File: src/rtl/store_sequencer_if.sv
// store_sequencer_if
//   Data-memory write port between store_sequencer (master) and memory (slave).
//   MemReq    : write transaction valid (master -> slave)
//   MemReady  : memory accepts when MemReq & MemReady (slave -> master)
//   MemAddr   : word-aligned write address
//   MemByteEn : byte-lane write mask, bit i enables lane i
//   MemWData  : lane-aligned write data
interface store_sequencer_if;
  logic        MemReq;
  logic        MemReady;
  logic [31:0] MemAddr;
  logic [3:0]  MemByteEn;
  logic [31:0] MemWData;

  modport master (
    output MemReq,
    output MemAddr,
    output MemByteEn,
    output MemWData,
    input  MemReady
  );

  modport slave (
    input  MemReq,
    input  MemAddr,
    input  MemByteEn,
    input  MemWData,
    output MemReady
  );
endinterface

File: src/rtl/store_sequencer.sv
// store_sequencer
//   Store-path controller between the Memory stage and the data-memory write
//   port. Captures SB/SH/SW, builds the byte mask and lane-aligned data, and
//   issues one or two word-aligned writes, stalling the pipeline until the
//   final access is accepted.
//
// Configuration macro: MISALIGNED_SPLIT_EN
//   defined   : word-crossing stores are split into LO and HI accesses
//   undefined : word-crossing stores are rejected with MisalignFaultM
//
// Ports:
//   CLK, RESET      clock, synchronous active-high reset
//   MemWriteM       store request from Memory stage
//   Funct3M         store width (000 SB, 001 SH, else SW)
//   AddrM           byte address of the store
//   WriteDataM      LSB-justified store data
//   StallM          hold pipeline (combinational)
//   MisalignFaultM  misaligned store rejected (combinational)
//   mem             write-port interface (master side)
module store_sequencer (
  input  logic                  CLK,
  input  logic                  RESET,
  input  logic                  MemWriteM,
  input  logic [2:0]            Funct3M,
  input  logic [31:0]           AddrM,
  input  logic [31:0]           WriteDataM,
  output logic                  StallM,
  output logic                  MisalignFaultM,
  store_sequencer_if.master     mem
);

  typedef enum logic [1:0] {IDLE, LO, HI} state_t;

  state_t      r_state;
  logic        r_req;
  logic [31:0] r_addr;
  logic [3:0]  r_be;
  logic [31:0] r_wdata;
  logic [31:0] r_dhi;
  logic [3:0]  r_mhi;
  logic        r_split;

  logic [3:0]  w_base;
  logic [7:0]  w_mask;
  logic [63:0] w_data;
  logic        w_cross;
  logic        w_split;
  logic        w_reject;
  logic        w_idle;

  always_comb begin
    case (Funct3M)
      3'b000:  w_base = 4'b0001;
      3'b001:  w_base = 4'b0011;
      default: w_base = 4'b1111;
    endcase
    w_mask  = {4'b0000, w_base} << AddrM[1:0];
    w_data  = {32'b0, WriteDataM} << {AddrM[1:0], 3'b000};
    // Any mask bit past lane 3 means the store crosses into the next word.
    w_cross = |w_mask[7:4];
`ifdef MISALIGNED_SPLIT_EN
    w_split  = w_cross;
    w_reject = 1'b0;
`else
    w_split  = 1'b0;
    w_reject = w_cross;
`endif
    w_idle         = (r_state == IDLE);
    MisalignFaultM = w_idle & MemWriteM & w_reject;
    StallM         = (w_idle & MemWriteM & ~w_reject)
                   | ((r_state == LO) & ~(mem.MemReady & ~r_split))
                   | ((r_state == HI) & ~mem.MemReady);
  end

  always_ff @(posedge CLK) begin
    if (RESET) begin
      r_state <= IDLE;
      r_req   <= 1'b0;
      r_addr  <= '0;
      r_be    <= '0;
      r_wdata <= '0;
      r_dhi   <= '0;
      r_mhi   <= '0;
      r_split <= 1'b0;
    end else begin
      case (r_state)
        IDLE: begin
          if (MemWriteM && !w_reject) begin
            // Output registers are loaded with the LO beat directly; the HI
            // beat is parked in r_dhi/r_mhi until LO is accepted.
            r_state <= LO;
            r_req   <= 1'b1;
            r_addr  <= {AddrM[31:2], 2'b00};
            r_be    <= w_mask[3:0];
            r_wdata <= w_data[31:0];
            r_mhi   <= w_mask[7:4];
            r_dhi   <= w_data[63:32];
            r_split <= w_split;
          end
        end
        LO: begin
          if (mem.MemReady) begin
            if (r_split) begin
              r_state <= HI;
              r_addr  <= r_addr + 32'd4;
              r_be    <= r_mhi;
              r_wdata <= r_dhi;
            end else begin
              r_state <= IDLE;
              r_req   <= 1'b0;
              r_be    <= '0;
            end
          end
        end
        HI: begin
          if (mem.MemReady) begin
            r_state <= IDLE;
            r_req   <= 1'b0;
            r_be    <= '0;
          end
        end
        default: begin
          r_state <= IDLE;
          r_req   <= 1'b0;
          r_be    <= '0;
        end
      endcase
    end
  end

  assign mem.MemReq    = r_req;
  assign mem.MemAddr   = r_addr;
  assign mem.MemByteEn = r_be;
  assign mem.MemWData  = r_wdata;

endmodule

File: src/flat_wrapper.sv
// flat-port wrapper written by rule: the top's interface ports become plain ports
module store_sequencer_flat 
  (CLK, RESET, MemWriteM, Funct3M, AddrM, WriteDataM, StallM, MisalignFaultM, mem_MemReq, mem_MemAddr, mem_MemByteEn, mem_MemWData, mem_MemReady);
  store_sequencer_if mem_i ();
  input  logic CLK;
  input  logic RESET;
  input  logic MemWriteM;
  input  logic [2:0] Funct3M;
  input  logic [31:0] AddrM;
  input  logic [31:0] WriteDataM;
  output logic StallM;
  output logic MisalignFaultM;
  output wire logic [$bits(mem_i.MemReq)-1:0] mem_MemReq;
  output wire logic [$bits(mem_i.MemAddr)-1:0] mem_MemAddr;
  output wire logic [$bits(mem_i.MemByteEn)-1:0] mem_MemByteEn;
  output wire logic [$bits(mem_i.MemWData)-1:0] mem_MemWData;
  input wire logic [$bits(mem_i.MemReady)-1:0] mem_MemReady;
  assign mem_MemReq = mem_i.MemReq;
  assign mem_MemAddr = mem_i.MemAddr;
  assign mem_MemByteEn = mem_i.MemByteEn;
  assign mem_MemWData = mem_i.MemWData;
  assign mem_i.MemReady = mem_MemReady;
  store_sequencer u_core (.CLK(CLK), .RESET(RESET), .MemWriteM(MemWriteM), .Funct3M(Funct3M), .AddrM(AddrM), .WriteDataM(WriteDataM), .StallM(StallM), .MisalignFaultM(MisalignFaultM), .mem(mem_i));
endmodule
File: config.mk
export PLATFORM = sky130hd
export DESIGN_NAME = store_sequencer_flat
export DESIGN_NICKNAME = d
export VERILOG_FILES = /design/src/rtl/store_sequencer_if.sv /design/src/rtl/store_sequencer.sv /design/src/flat_wrapper.sv
export SDC_FILE = /design/constraint.sdc
export NUM_CORES = 1
export LEC_CHECK = 0
export CAP_MARGIN = 5
export CORE_ASPECT_RATIO = 1.75
export CORE_UTILIZATION = 40
export DETAILED_ROUTE_END_ITERATION = 6
export GPL_ROUTABILITY_DRIVEN = 0
export PLACE_DENSITY = 0.81
export SYNTH_ARGS = -nofsm -noshare
export SYNTH_HDL_FRONTEND = slang
export SYNTH_SLANG_ARGS = --single-unit
export TNS_END_PERCENT = 30
File: constraint.sdc
create_clock -name CLK -period 3.2 [get_ports CLK]
set_clock_uncertainty 0.2 [all_clocks]
set_input_delay 0.64 -clock CLK [delete_from_list [all_inputs] [get_ports CLK]]
set_output_delay 0.64 -clock CLK [all_outputs]
set_load 0.02 [all_outputs]
## Word-level counts from Yosys, hierarchy flattened

Cells that the tools add are included.
Widths: inputs -> output; s select.

| operators by class | value |
|---|---|
| add/sub/neg operators | 0 |
| multiply operators | 0 |
| divide/modulo/power cells | 0 |
| magnitude comparators | 0 |
| equal/unequal tests | 6 |
| shifts and indexed selects | 2 |
| mux-type cells | 14 |
| bitwise operators | 10 |
| reductions and logical operators | 9 |

Operators with widths:

| kind | number |
|---|---|
| $mux 32 | 4 |
| $shl 32x5->32 | 1 |
| $pmux 4 s2 | 2 |
| $mux 4 | 2 |
| $shl 4x2->8 | 1 |
| $ne 2x2->1 const B | 3 |
| $and 1x1->1 | 5 |
| $mux 2 | 2 |
| $pmux 2 s2 | 1 |
| $reduce_and 4->1 | 1 |
| $reduce_or 4->1 | 1 |
| $eq 3x1->1 const B | 1 |
| $logic_not 3->1 | 1 |
| $not 1->1 | 3 |
| $reduce_and 3->1 | 1 |
| $eq 2x1->1 const B | 1 |
| $eq 2x2->1 const B | 1 |
| $logic_not 2->1 | 1 |
| $mux 1 | 2 |
| $or 1x1->1 | 2 |
| $pmux 1 s2 | 1 |
| $reduce_bool 2->1 | 1 |
| $reduce_or 2->1 | 1 |
| $logic_and 1x1->1 | 1 |
| $logic_not 1->1 | 1 |

| storage, ports and cells | value |
|---|---|
| flip-flop bits (word level) | 71 |
| latch bits | 0 |
| memory bits (writable) | 0 |
| bits in read-only memories | 0 |
| input port bits | 71 |
| output and inout port bits | 71 |
| memories | 0 |

## Logic depth before layout (Yosys ltp)

| logic depth | value |
|---|---|
| depth after elaboration | 8 |
| gate-level depth with buffers | 7 |
| mapped depth without buffers | 4 |

## Least setup slack after synthesis

OpenSTA, ideal clock, no wires.

| timing path | value |
|---|---|
| kind | input -> output |
| start | in AddrM[0] |
| end | out MisalignFaultM |
| arrival | 2,062 ps |
| required time | 2,360 ps |
| path slack | 298 ps |
| stages on the path | 6 |
| path through | buf_2 -> buf_2 -> buf_2 -> buf_2 -> a22oi_1 -> nor2_1 |

| on the way | value |
|---|---|
| word-level cells in the longest chain between the ends | 3 |

Ends and longest elaborated chain:

| element | line | text |
|---|---|---|
| start: declaration | flat_wrapper.sv:9 | `input logic [31:0] AddrM;` |
| $shl 4x2->8 | store_sequencer.sv:57 | `w_mask = {4'b0000, w_base} << AddrM[1:0];` |
| $reduce_or 4->1 | store_sequencer.sv:60 | `w_cross = \|w_mask[7:4];` |
| $and 1x1->1 | store_sequencer.sv:69 | `MisalignFaultM = w_idle & MemWriteM & w_reject;` |
| end: declaration | flat_wrapper.sv:12 | `output logic MisalignFaultM;` |

No other way between the ends.

## Final worst setup path

| timing path | value |
|---|---|
| start | in Funct3M[1] |
| end | out StallM |

| on the way | value |
|---|---|
| word-level cells in the longest chain between the ends | 8 |

Ends and longest elaborated chain:

| element | line | text |
|---|---|---|
| start: declaration | flat_wrapper.sv:8 | `input logic [2:0] Funct3M;` |
| $eq 3x1->1 / $logic_not 3->1 (equally long branches) | store_sequencer.sv:52 | `case (Funct3M)` |
| $pmux 4 s2 (*) | store_sequencer.sv:52 |  |
| $shl 4x2->8 (*) | store_sequencer.sv:57 |  |
| $reduce_or 4->1 (*) | store_sequencer.sv:60 |  |
| $not 1->1 (*) | store_sequencer.sv:70 | `StallM = (w_idle & MemWriteM & ~w_reject)` |
| $and 1x1->1 (*) | store_sequencer.sv:70 |  |
| $or 1x1->1 (*) | store_sequencer.sv:71 | `\| ((r_state == LO) & ~(mem.MemReady & ~r_split))` |
| $or 1x1->1 (*) | store_sequencer.sv:72 | `\| ((r_state == HI) & ~mem.MemReady);` |
| end: declaration | flat_wrapper.sv:11 | `output logic StallM;` |

Every way passes the cells marked *; elsewhere a longest branch is shown, timed or not.

==> out/metrics.csv <==
metric;value;unit
ys_ff_latch;67;
async_flop_share;0;%
setup_ws;165;ps
maxCapViolCount;0;
crit_arrival;2190;ps
seq_area;0.00134;mm²
setup_violations;0;
overflow;0;
yosysWarnings;0;
cts_hold_buf;0;
n_antenna_cell;0;
yosysTopAreaCellShare;48.8;%
insertion_delay;320;ps
dp_slack;-119;ps
min_period;3030;ps
fillers;519;
crit_path_start_kind;input pin;
synth-main-ff-cell;dfxtp_1;
routed_wl;7800;µm
cp_max_fo;3;
power.leakage;0.00168;µW
path_class;in2out;
cts_num_sinks;67;
yosys.area.top_type;dfxtp_1;
slew_headroom;43.0;%
placed_area;0.00421;mm²
max_freq;330;MHz
post_drt_wl_per_cell;15.1;µm
io_buffers;139;
drc;0;
clk_path_buf_depth;2;
finalNetCount;502;
areaGrowthSynthToFinish;64.1;%
dieHeight;112;µm
antenna_found_initial;0;
power_density;494;mW/mm²
die_w;64.6;µm
cts_tree;built;
netlist_area;0.00275;mm²
final_antenna_net_count;0;
cts.htree.levels;3;
postSynthCellCount;294;
grt_pass1_vias;2601;
grt_usage;22.9;%
synthTopCellsByArea;dfxtp_1, nand2_1, a21oi_1;
dp_hpwl;5610;µm
ir_drop;437;µV
outcome;complete, no violations;
vias_per_cell;5.04;
rows;39;
grt_pass1_wl;12400;µm
tns;0;ps
drive_gt1_share;9.63;%
synth_edf_count;0;
drt-pass1-iter-count;4;
worstHoldPathType;reg2reg;
grt_max_degree;44;
cp-end-kind;primary output;
synthTopCellsByCount;nand2_1, dfxtp_1, a21oi_1;
worstMarginPinSlew;848;ps
ios;142;
clockRootBuffer;clkbuf_16;
required;2360;ps
drv_slew;0;
hold_violations;0;
post_cts_buffers;0;
multiInputGateArea;0.00128;mm²
synth_cell_type_count;31;
cts_inserted_buffers;9;
ff2ff_setup_slack;1270;ps
post-route-cell-area;0.00451;mm²
synth_most_common_cell;nand2_1;
clkTransAtPathRegs;50;ps
num_vias;2611;
drt-initial-drc-count;127;
rsz0062_at_grt;false;
finalCritPeriodShare;94.8;%
yosysSeqAreaShare;48.8;%
coreArea;0.00659;mm²
initial_core_util;41.7;%
dieArea;0.00721;mm²
synth_area_per_cell;9.34;µm²
## state kept, by name (all words and copies together) (netlist names)
name,count
u_core.r_state,1
u_core.mem.MemWData,32
u_core.mem.MemByteEn,4
u_core.mem.MemAddr,30
## path summary, 6_finish.rpt
| kind | depth (start not counted) | endpoint | from |
|---|---|---|---|
| min | 2 | u_core.mem.MemAddr[15] | u_core.mem.MemAddr[15] |
| max reg2reg | 4 | u_core.mem.MemWData[19] | u_core.r_state[0] |
| min reg2reg | 2 | u_core.mem.MemAddr[15] | u_core.mem.MemAddr[15] |
| max | 5 | StallM | Funct3M[1] |
## worst max-delay path: stages
cell	delay, ps
clkdlybuf4s50_1	440
or2_1	260
a221o_1	380
o21ai_0	100
dlygate4sd2_1	370
## stage by stage
stage / hold slack (ps) / utilization (%) / std cells / total power [µW]
4_1_cts: 253 / 68.4 / 518 / 2250
6_report: 250 / 68.4 / 518 / 2230
2_1_floorplan: 335 / - / 295 / 1100
5_1_grt: 271 / 68.4 / 518 / 2320
3_3_place_gp: 242 / 63.9 / 502 / 1300
3_5_place_dp: 245 / 63.9 / 502 / 1310
## layout by cell type (no fill, tap or decap), types with 2 or more instances in the layout
cell	count
a21oi_1	41
a221o_1	9
a22o_1	8
buf_2	2
buf_4	13
clkbuf_1	2
clkbuf_16	9
clkbuf_8	4
clkdlybuf4s50_1	135
conb_1	2
dfxtp_1	67
mux2i_1	16
mux4_2	8
nand2_1	79
nand2b_1	2
nand3_1	2
nor2_1	9
nor4_2	2
o2bb2ai_1	8
## logic make-up after synthesis
kind of cell | share of synthesized area (%)
multiplexers | 12.4
buffers and inverters | 4.51
flip-flops | 48.8
AO/OA/AOI/OAI | 19.5
other | 0.137
AND/OR/NAND/NOR | 14.6
## cell type report
| cell class | instances | area share, % |
|---|---|---|
| multi-input cells | 200 | 28.5 |
| clock buffers | 15 | 6.39 |
| flip-flops and latches | 67 | 29.8 |
| repair buffers | 152 | 32.9 |
| clock inverters | 1 | 0.111 |
| inverters | 1 | 0.0833 |
| well taps | 82 | 2.28 |
## layer usage
metal | vias up | routed length (µm) | track usage (%)
met2 | 97 | 4080 | 40.4
met5 | - | 0 | 0
met1 | 1183 | 3070 | 23.9
met4 | 0 | 242 | 11.9
li1 | 1311 | - | -
met3 | 20 | 404 | 6.56
## where the power goes
| part | switching, µW | leakage, µW | total, µW | internal [µW] |
|---|---|---|---|---|
| clock network | 329 | 0.000146 | 936 | 607 |
| registers | 20.0 | 0.000546 | 896 | 876 |
| logic | 184 | 0.000990 | 393 | 209 |
## repair_timing
item	CTS	global route
endpoints found under the setup margin	1	1
gates resized for setup	1	1
pin swaps	0	0
Power figures use the tool's default switching activity.
